$ cat src/rtl/os_clmul_pkg.sv
// Shared types and constants for the Karatsuba carry-less multiply sequencer.
// Imported by the sequencer top and its digit-step engine.
package os_clmul_pkg;

  typedef enum logic [1:0] {
    IDLE = 2'd0,
    MUL  = 2'd1,
    DONE = 2'd2
  } state_t;

  localparam int HALF_W = 32;
  localparam int PROD_W = 63;
  localparam int OP_W   = 64;

  localparam logic [1:0] SUB_LO  = 2'd0;
  localparam logic [1:0] SUB_MID = 2'd1;
  localparam logic [1:0] SUB_HI  = 2'd2;

endpackage

$ cat src/rtl/clmul_digit_step.sv
// Combinational carry-less product of a 32-bit word and one DIGIT-bit slice.
// The caller shifts and folds the partial product into its accumulator.
module clmul_digit_step
  import os_clmul_pkg::*;
#(
  parameter int DIGIT = 4
) (
  input  logic [HALF_W-1:0]       i_x,
  input  logic [DIGIT-1:0]        i_y,
  output logic [HALF_W+DIGIT-2:0] o_p
);

  localparam int PW = HALF_W + DIGIT - 1;

  // XOR together shifted copies of X for every set bit of the slice
  always_comb begin
    o_p = '0;
    for (int i = 0; i < DIGIT; i++) begin
      if (i_y[i]) o_p = o_p ^ ((PW)'(i_x) << i);
    end
  end

endmodule

$ cat src/rtl/clmul_kara_seq.sv
// Sequencer for the three Karatsuba sub-products of a 64x64 GF(2) multiply,
// time-sharing one 32xDIGIT carry-less engine across lo, mid and hi.
module clmul_kara_seq
  import os_clmul_pkg::*;
#(
  parameter int DIGIT = 4
) (
  input  logic              clk,
  input  logic              rst,
  input  logic              in_valid,
  output logic              in_ready,
  input  logic [OP_W-1:0]   in_a,
  input  logic [OP_W-1:0]   in_b,
  output logic              out_valid,
  input  logic              out_ready,
  output logic [PROD_W-1:0] out_z0,
  output logic [PROD_W-1:0] out_z1,
  output logic [PROD_W-1:0] out_z2,
  output logic              busy
);

  localparam int N   = HALF_W / DIGIT;
  localparam int SW  = (N > 1) ? $clog2(N) : 1;
  localparam int PPW = HALF_W + DIGIT - 1;

  state_t r_state;
  state_t w_state_nxt;

  logic [SW-1:0]     r_step;
  logic [1:0]        r_sub;
  logic [OP_W-1:0]   r_a;
  logic [OP_W-1:0]   r_b;
  logic [PROD_W-1:0] r_acc;
  logic [PROD_W-1:0] r_z0;
  logic [PROD_W-1:0] r_z1;
  logic [PROD_W-1:0] r_z2;

  logic              w_accept;
  logic              w_last;
  logic [5:0]        w_shamt;
  logic [HALF_W-1:0] w_x;
  logic [HALF_W-1:0] w_y;
  logic [DIGIT-1:0]  w_y_dig;
  logic [PPW-1:0]    w_pp;
  logic [PROD_W-1:0] w_acc_nxt;

  assign w_accept = in_valid && in_ready;
  assign w_last   = (r_step == SW'(N - 1));
  assign w_shamt  = 6'(r_step) * 6'(DIGIT);

  // Operand halves for the sub-product currently being built
  always_comb begin
    w_x = '0;
    w_y = '0;
    unique case (r_sub)
      SUB_LO: begin
        w_x = r_a[HALF_W-1:0];
        w_y = r_b[HALF_W-1:0];
      end
      SUB_MID: begin
        w_x = r_a[HALF_W-1:0] ^ r_a[OP_W-1:HALF_W];
        w_y = r_b[HALF_W-1:0] ^ r_b[OP_W-1:HALF_W];
      end
      SUB_HI: begin
        w_x = r_a[OP_W-1:HALF_W];
        w_y = r_b[OP_W-1:HALF_W];
      end
      default: begin
        w_x = '0;
        w_y = '0;
      end
    endcase
  end

  assign w_y_dig = DIGIT'(w_y >> w_shamt);

  clmul_digit_step #(
    .DIGIT (DIGIT)
  ) u_step (
    .i_x (w_x),
    .i_y (w_y_dig),
    .o_p (w_pp)
  );

  assign w_acc_nxt = r_acc ^ (PROD_W'(w_pp) << w_shamt);

  // State register
  always_ff @(posedge clk or posedge rst) begin
    if (rst) r_state <= IDLE;
    else     r_state <= w_state_nxt;
  end

  // Next-state logic
  always_comb begin
    w_state_nxt = r_state;
    unique case (r_state)
      IDLE: if (in_valid) w_state_nxt = MUL;
      MUL:  if (w_last && r_sub == SUB_HI) w_state_nxt = DONE;
      DONE: if (out_ready) w_state_nxt = in_valid ? MUL : IDLE;
      default: w_state_nxt = IDLE;
    endcase
  end

  // Handshake and status outputs
  always_comb begin
    in_ready  = 1'b0;
    out_valid = 1'b0;
    busy      = 1'b0;
    unique case (r_state)
      IDLE: in_ready = 1'b1;
      MUL:  busy = 1'b1;
      DONE: begin
        out_valid = 1'b1;
        in_ready  = out_ready;
      end
      default: in_ready = 1'b0;
    endcase
  end

  // Operand capture, digit accumulation and result write-back
  always_ff @(posedge clk or posedge rst) begin
    if (rst) begin
      r_a    <= '0;
      r_b    <= '0;
      r_acc  <= '0;
      r_step <= '0;
      r_sub  <= SUB_LO;
      r_z0   <= '0;
      r_z1   <= '0;
      r_z2   <= '0;
    end else if (w_accept) begin
      r_a    <= in_a;
      r_b    <= in_b;
      r_acc  <= '0;
      r_step <= '0;
      r_sub  <= SUB_LO;
    end else if (r_state == MUL) begin
      if (w_last) begin
        r_acc  <= '0;
        r_step <= '0;
        r_sub  <= (r_sub == SUB_HI) ? SUB_LO : r_sub + 2'd1;
        unique case (r_sub)
          SUB_LO:  r_z0 <= w_acc_nxt;
          SUB_MID: r_z1 <= w_acc_nxt;
          SUB_HI:  r_z2 <= w_acc_nxt;
          default: r_z2 <= r_z2;
        endcase
      end else begin
        r_acc  <= w_acc_nxt;
        r_step <= r_step + 1'b1;
      end
    end
  end

  assign out_z0 = r_z0;
  assign out_z1 = r_z1;
  assign out_z2 = r_z2;

endmodule

$ cat config.mk
export PLATFORM = sky130hd
export DESIGN_NAME = clmul_kara_seq
export DESIGN_NICKNAME = d
export VERILOG_FILES = /design/src/rtl/os_clmul_pkg.sv /design/src/rtl/clmul_digit_step.sv /design/src/rtl/clmul_kara_seq.sv
export SDC_FILE = /design/constraint.sdc
export NUM_CORES = 1
export LEC_CHECK = 0
export BUFFER_PORTS_ARGS = -buffer_cell sky130_fd_sc_hd__clkbuf_2
export CAP_MARGIN = 25
export CORE_MARGIN = 3
export CORE_UTILIZATION = 60
export DETAILED_ROUTE_END_ITERATION = 10
export HOLD_SLACK_MARGIN = 0.15
export PLACE_DENSITY_LB_ADDON = 0.3
export RECOVER_POWER = 25
export SLEW_MARGIN = 20
export SYNTH_ARGS = -nofsm -noshare
export SYNTH_HDL_FRONTEND = slang
export SYNTH_SLANG_ARGS = --single-unit
$ cat constraint.sdc
create_clock -name clk -period 28.1 [get_ports clk]
set_clock_uncertainty 0.2 [all_clocks]
set_input_delay 4.215 -clock clk [delete_from_list [all_inputs] [get_ports clk]]
set_output_delay 4.215 -clock clk [all_outputs]
set_load 0.01 [all_outputs]
==> metrics.md <==
| Metric | Value |
|---|---|
| Inserted Diodes | `0` |
| Number of synthesized register bits | `387` |
| Mapped Nets | `2,503` |
| Synthesis-to-finish area growth | `13.9%` |
| 1st-iter DRT viols | `1,760` |
| Share of synthesized flip-flops with an asynchronous set or reset | `1.00` |
| Die Ht | `195 µm` |
| Final Setup Violations | `0` |
| DIE AREA | `38,200 µm²` |
| Crit share post-route | `0.353` |
| CP arrival | `10,280 ps` |
| Count of pins over their slew limit | `301` |
| Share of post-route cells with drive strength above 1 | `0.208` |
| RSZ-0062 raised after global routing | `no` |
| Mapped Area | `21,500 µm²` |
| Warnings, synthesis | `0` |
| Critical Path Start Type | `primary input` |
| Global Route Usage Sum | `0.300` |
| Floorplan core area | `35,000 µm²` |
| Number of synthesized flops with an enable pin | `0` |
| Slew @ Worst Pin | `4750 ps` |
| Std-Cell Rows | `68` |
| TritonRoute pass-1 iters | `6` |
| Worst Setup End Kind | `async pin` |
| Final wirelength | `58,900 µm` |
| Clock root cell | `clkbuf_16` |
| Count of buffers from port buffering | `323` |
| First-pass GRT wire length | `94,000 µm` |
| PostCTS Resize Cnt | `0` |
| Vias in the first global route | `17,800` |
| Final min period | `9910 ps` |
| Clock slew at reported path FFs | `60 ps` |
| Setup TNS | `0 ps` |
| Syn Inst Count | `2,369` |
| Synth cell types | `65` |
| Slew HR | `-2.17` |
| Initial Util | `0.615` |
| Crit Path Max Fanout | `91` |
| Number of buffers created by CTS | `41` |
| HPWL after DPL | `39,400 µm` |
| Final Cell Area | `24,500 µm²` |
| Placer Congestion | `0.956` |
| Die X | `195 µm` |
| Vias | `18,400` |
| Max H-tree Level | `2` |
| Status | `complete, but fails checks` |
| Post-DRT Antenna Nets | `0` |
| Max clock buf depth | `3` |
| Post-CTS Setup Inserts | `0` |
| Hold Crit Class | `reg2reg` |
| Skew-Pair Late Insertion Delay | `580 ps` |
| Failing checks | `max-capacitance violations, max-slew violations` |
| Clk sinks | `387` |
| Max Cap Viol | `7` |
| Initial antenna violation count | `0` |
| Largest net degree at the start of global routing | `176` |
| Fmax | `0.101 GHz` |
| Mean Syn Cell Area | `9.08 µm²` |
| Residual DRC count | `0` |
| Critical setup path kind | `in2async` |
| Placement Cell Area | `23,100 µm²` |
| IO Pins | `324` |
| Grt total ovfl | `0` |
| Vias per inst | `5.99` |
| Sequential share of the synthesized area | `0.450` |
| Critical Path RT | `28,460 ps` |
| Main synth FF type | `dfrtp_1` |
| DR WL/cell | `19.2 µm` |
| Final nets | `2,723` |
| CTS tree | `built` |
| Final Hold Fails | `0` |
| Post-CTS Hold Buffers | `0` |
path summary, 6_finish.rpt:
path | slack [ps] | depth (start not counted) | end | from
min reg2reg | 280 | 2 | out_z0[2]$_DFFE_PP0P_ | out_z0[2]$_DFFE_PP0P_
min in group asynchronous | 4080 | 2 | out_z2[48]$_DFFE_PP0P_ | rst
min | 280 | 2 | out_z0[2]$_DFFE_PP0P_ | out_z0[2]$_DFFE_PP0P_
max reg2reg | 20180 | 13 | out_z1[24]$_DFFE_PP0P_ | r_step[0]$_DFFE_PP0P_
max | 18190 | 4 | r_a[10]$_DFFE_PP0P_ | rst
max in group clk | 18950 | 4 | in_ready | out_ready
flip-flops by register name, summed over array words and instances (netlist names):
signal,cells
out_z2,63
r_state,2
r_sub,2
out_z0,63
r_acc,63
r_b,64
r_a,64
out_z1,63
r_step,3
critical path, cell delays in order:
cell        delay, ps
clkbuf_2           80
clkinvlp_2       1360
clkbuf_1         3430
buf_4            1070
cells in the mapped netlist (4+ instances only):
| cell type | instances | area share |
|---|---|---|
| dfrtp_1 | 387 | 0.45 |
| buf_4 | 7 | 0.0024 |
| o21ai_0 | 193 | 0.045 |
| o31ai_1 | 9 | 0.0031 |
| o21a_1 | 6 | 0.0021 |
| mux4_2 | 19 | 0.020 |
| xnor2_1 | 126 | 0.051 |
| a22oi_1 | 139 | 0.049 |
| o31a_1 | 4 | 0.0016 |
| nor2_2 | 12 | 0.0035 |
| buf_1 | 9 | 0.0016 |
| nor3b_2 | 4 | 0.0023 |
| a21o_1 | 7 | 0.0024 |
| a31oi_1 | 42 | 0.012 |
| mux2_2 | 68 | 0.036 |
| xnor2_2 | 9 | 0.0068 |
| and2_1 | 10 | 0.0029 |
| o22a_1 | 33 | 0.013 |
| o211ai_1 | 4 | 0.0014 |
| nor3_1 | 14 | 0.0033 |
| a22o_1 | 17 | 0.0069 |
| a22oi_2 | 10 | 0.0058 |
| a21oi_1 | 33 | 0.0077 |
| nor3b_1 | 34 | 0.012 |
| buf_2 | 32 | 0.0074 |
| nand3_1 | 18 | 0.0042 |
| inv_1 | 19 | 0.0033 |
| o22ai_1 | 20 | 0.0058 |
| mux2i_1 | 59 | 0.027 |
| nand2b_1 | 11 | 0.0032 |
| a2111oi_0 | 6 | 0.0024 |
| clkbuf_1 | 113 | 0.020 |
| a211oi_1 | 10 | 0.0035 |
| nor2_1 | 113 | 0.020 |
| o21ai_1 | 36 | 0.0084 |
| xor2_1 | 26 | 0.011 |
| or3_1 | 41 | 0.012 |
| nand2_1 | 619 | 0.11 |
| buf_6 | 14 | 0.0073 |
routing by layer:
layer	vias to the layer above	global-route usage	wire length (µm)
met2	792	0.490	28300
li1	8659	-	-
met1	8812	0.408	24500
met4	0	0.117	2050
met3	143	0.0454	4090
met5	-	0	0
cell type report:
cell class / count / area, µm²
multi-input combinational: 1785 / 10900
fill: 2693 / 10500
sequential: 387 / 9690
timing repair buffer: 352 / 1860
clock buffer: 59 / 1210
tap: 455 / 569
clock inverter: 14 / 158
inverter: 22 / 83.8
layout by cell type (no fill, tap or decap), types with 12 or more instances in the layout:
master,Yosys,layout
nand3_1,18,18
nand2_1,619,618
nor3_1,14,13
a21oi_1,33,33
xnor2_1,126,129
buf_4,7,21
o21ai_0,193,194
nor2_1,113,112
a22oi_1,139,140
mux2_2,68,67
o22ai_1,20,20
o22a_1,33,33
clkbuf_2,0,316
xor2_1,26,26
o21ai_1,36,35
clkbuf_16,0,42
mux4_2,19,19
a22o_1,17,17
nor3b_1,34,34
clkbuf_1,113,18
dfrtp_1,387,384
mux2i_1,59,59
or3_1,41,40
nor2_2,12,12
inv_1,19,18
a31oi_1,42,42
cells by family after synthesis:
group,count (synthesis),synth area share
and+or+nand+nor,895,0.177
AOI/OAI and AO/OA,578,0.175
buffers and inverters,197,0.0423
DFF,387,0.450
muxes,147,0.0840
adders and majority gates,2,0.00116
xor gates and xnor gates,163,0.0705
metrics by stage:
stage / utilization / hold slack (ps) / setup slack, ps / cells
4_1_cts: 0.701 / 282 / 18810 / 3069
3_3_place_gp: 0.662 / 260 / 18840 / 2996
5_1_grt: 0.701 / 302 / 16900 / 3074
2_1_floorplan: - / 256 / 12930 / 2369
3_5_place_dp: 0.662 / 269 / 18810 / 2996
6_report: 0.701 / 280 / 18190 / 3074
Power is left out: the tool's default activity adds up to more than one toggle a clock period on the data nets, which glitch-free logic cannot reach.
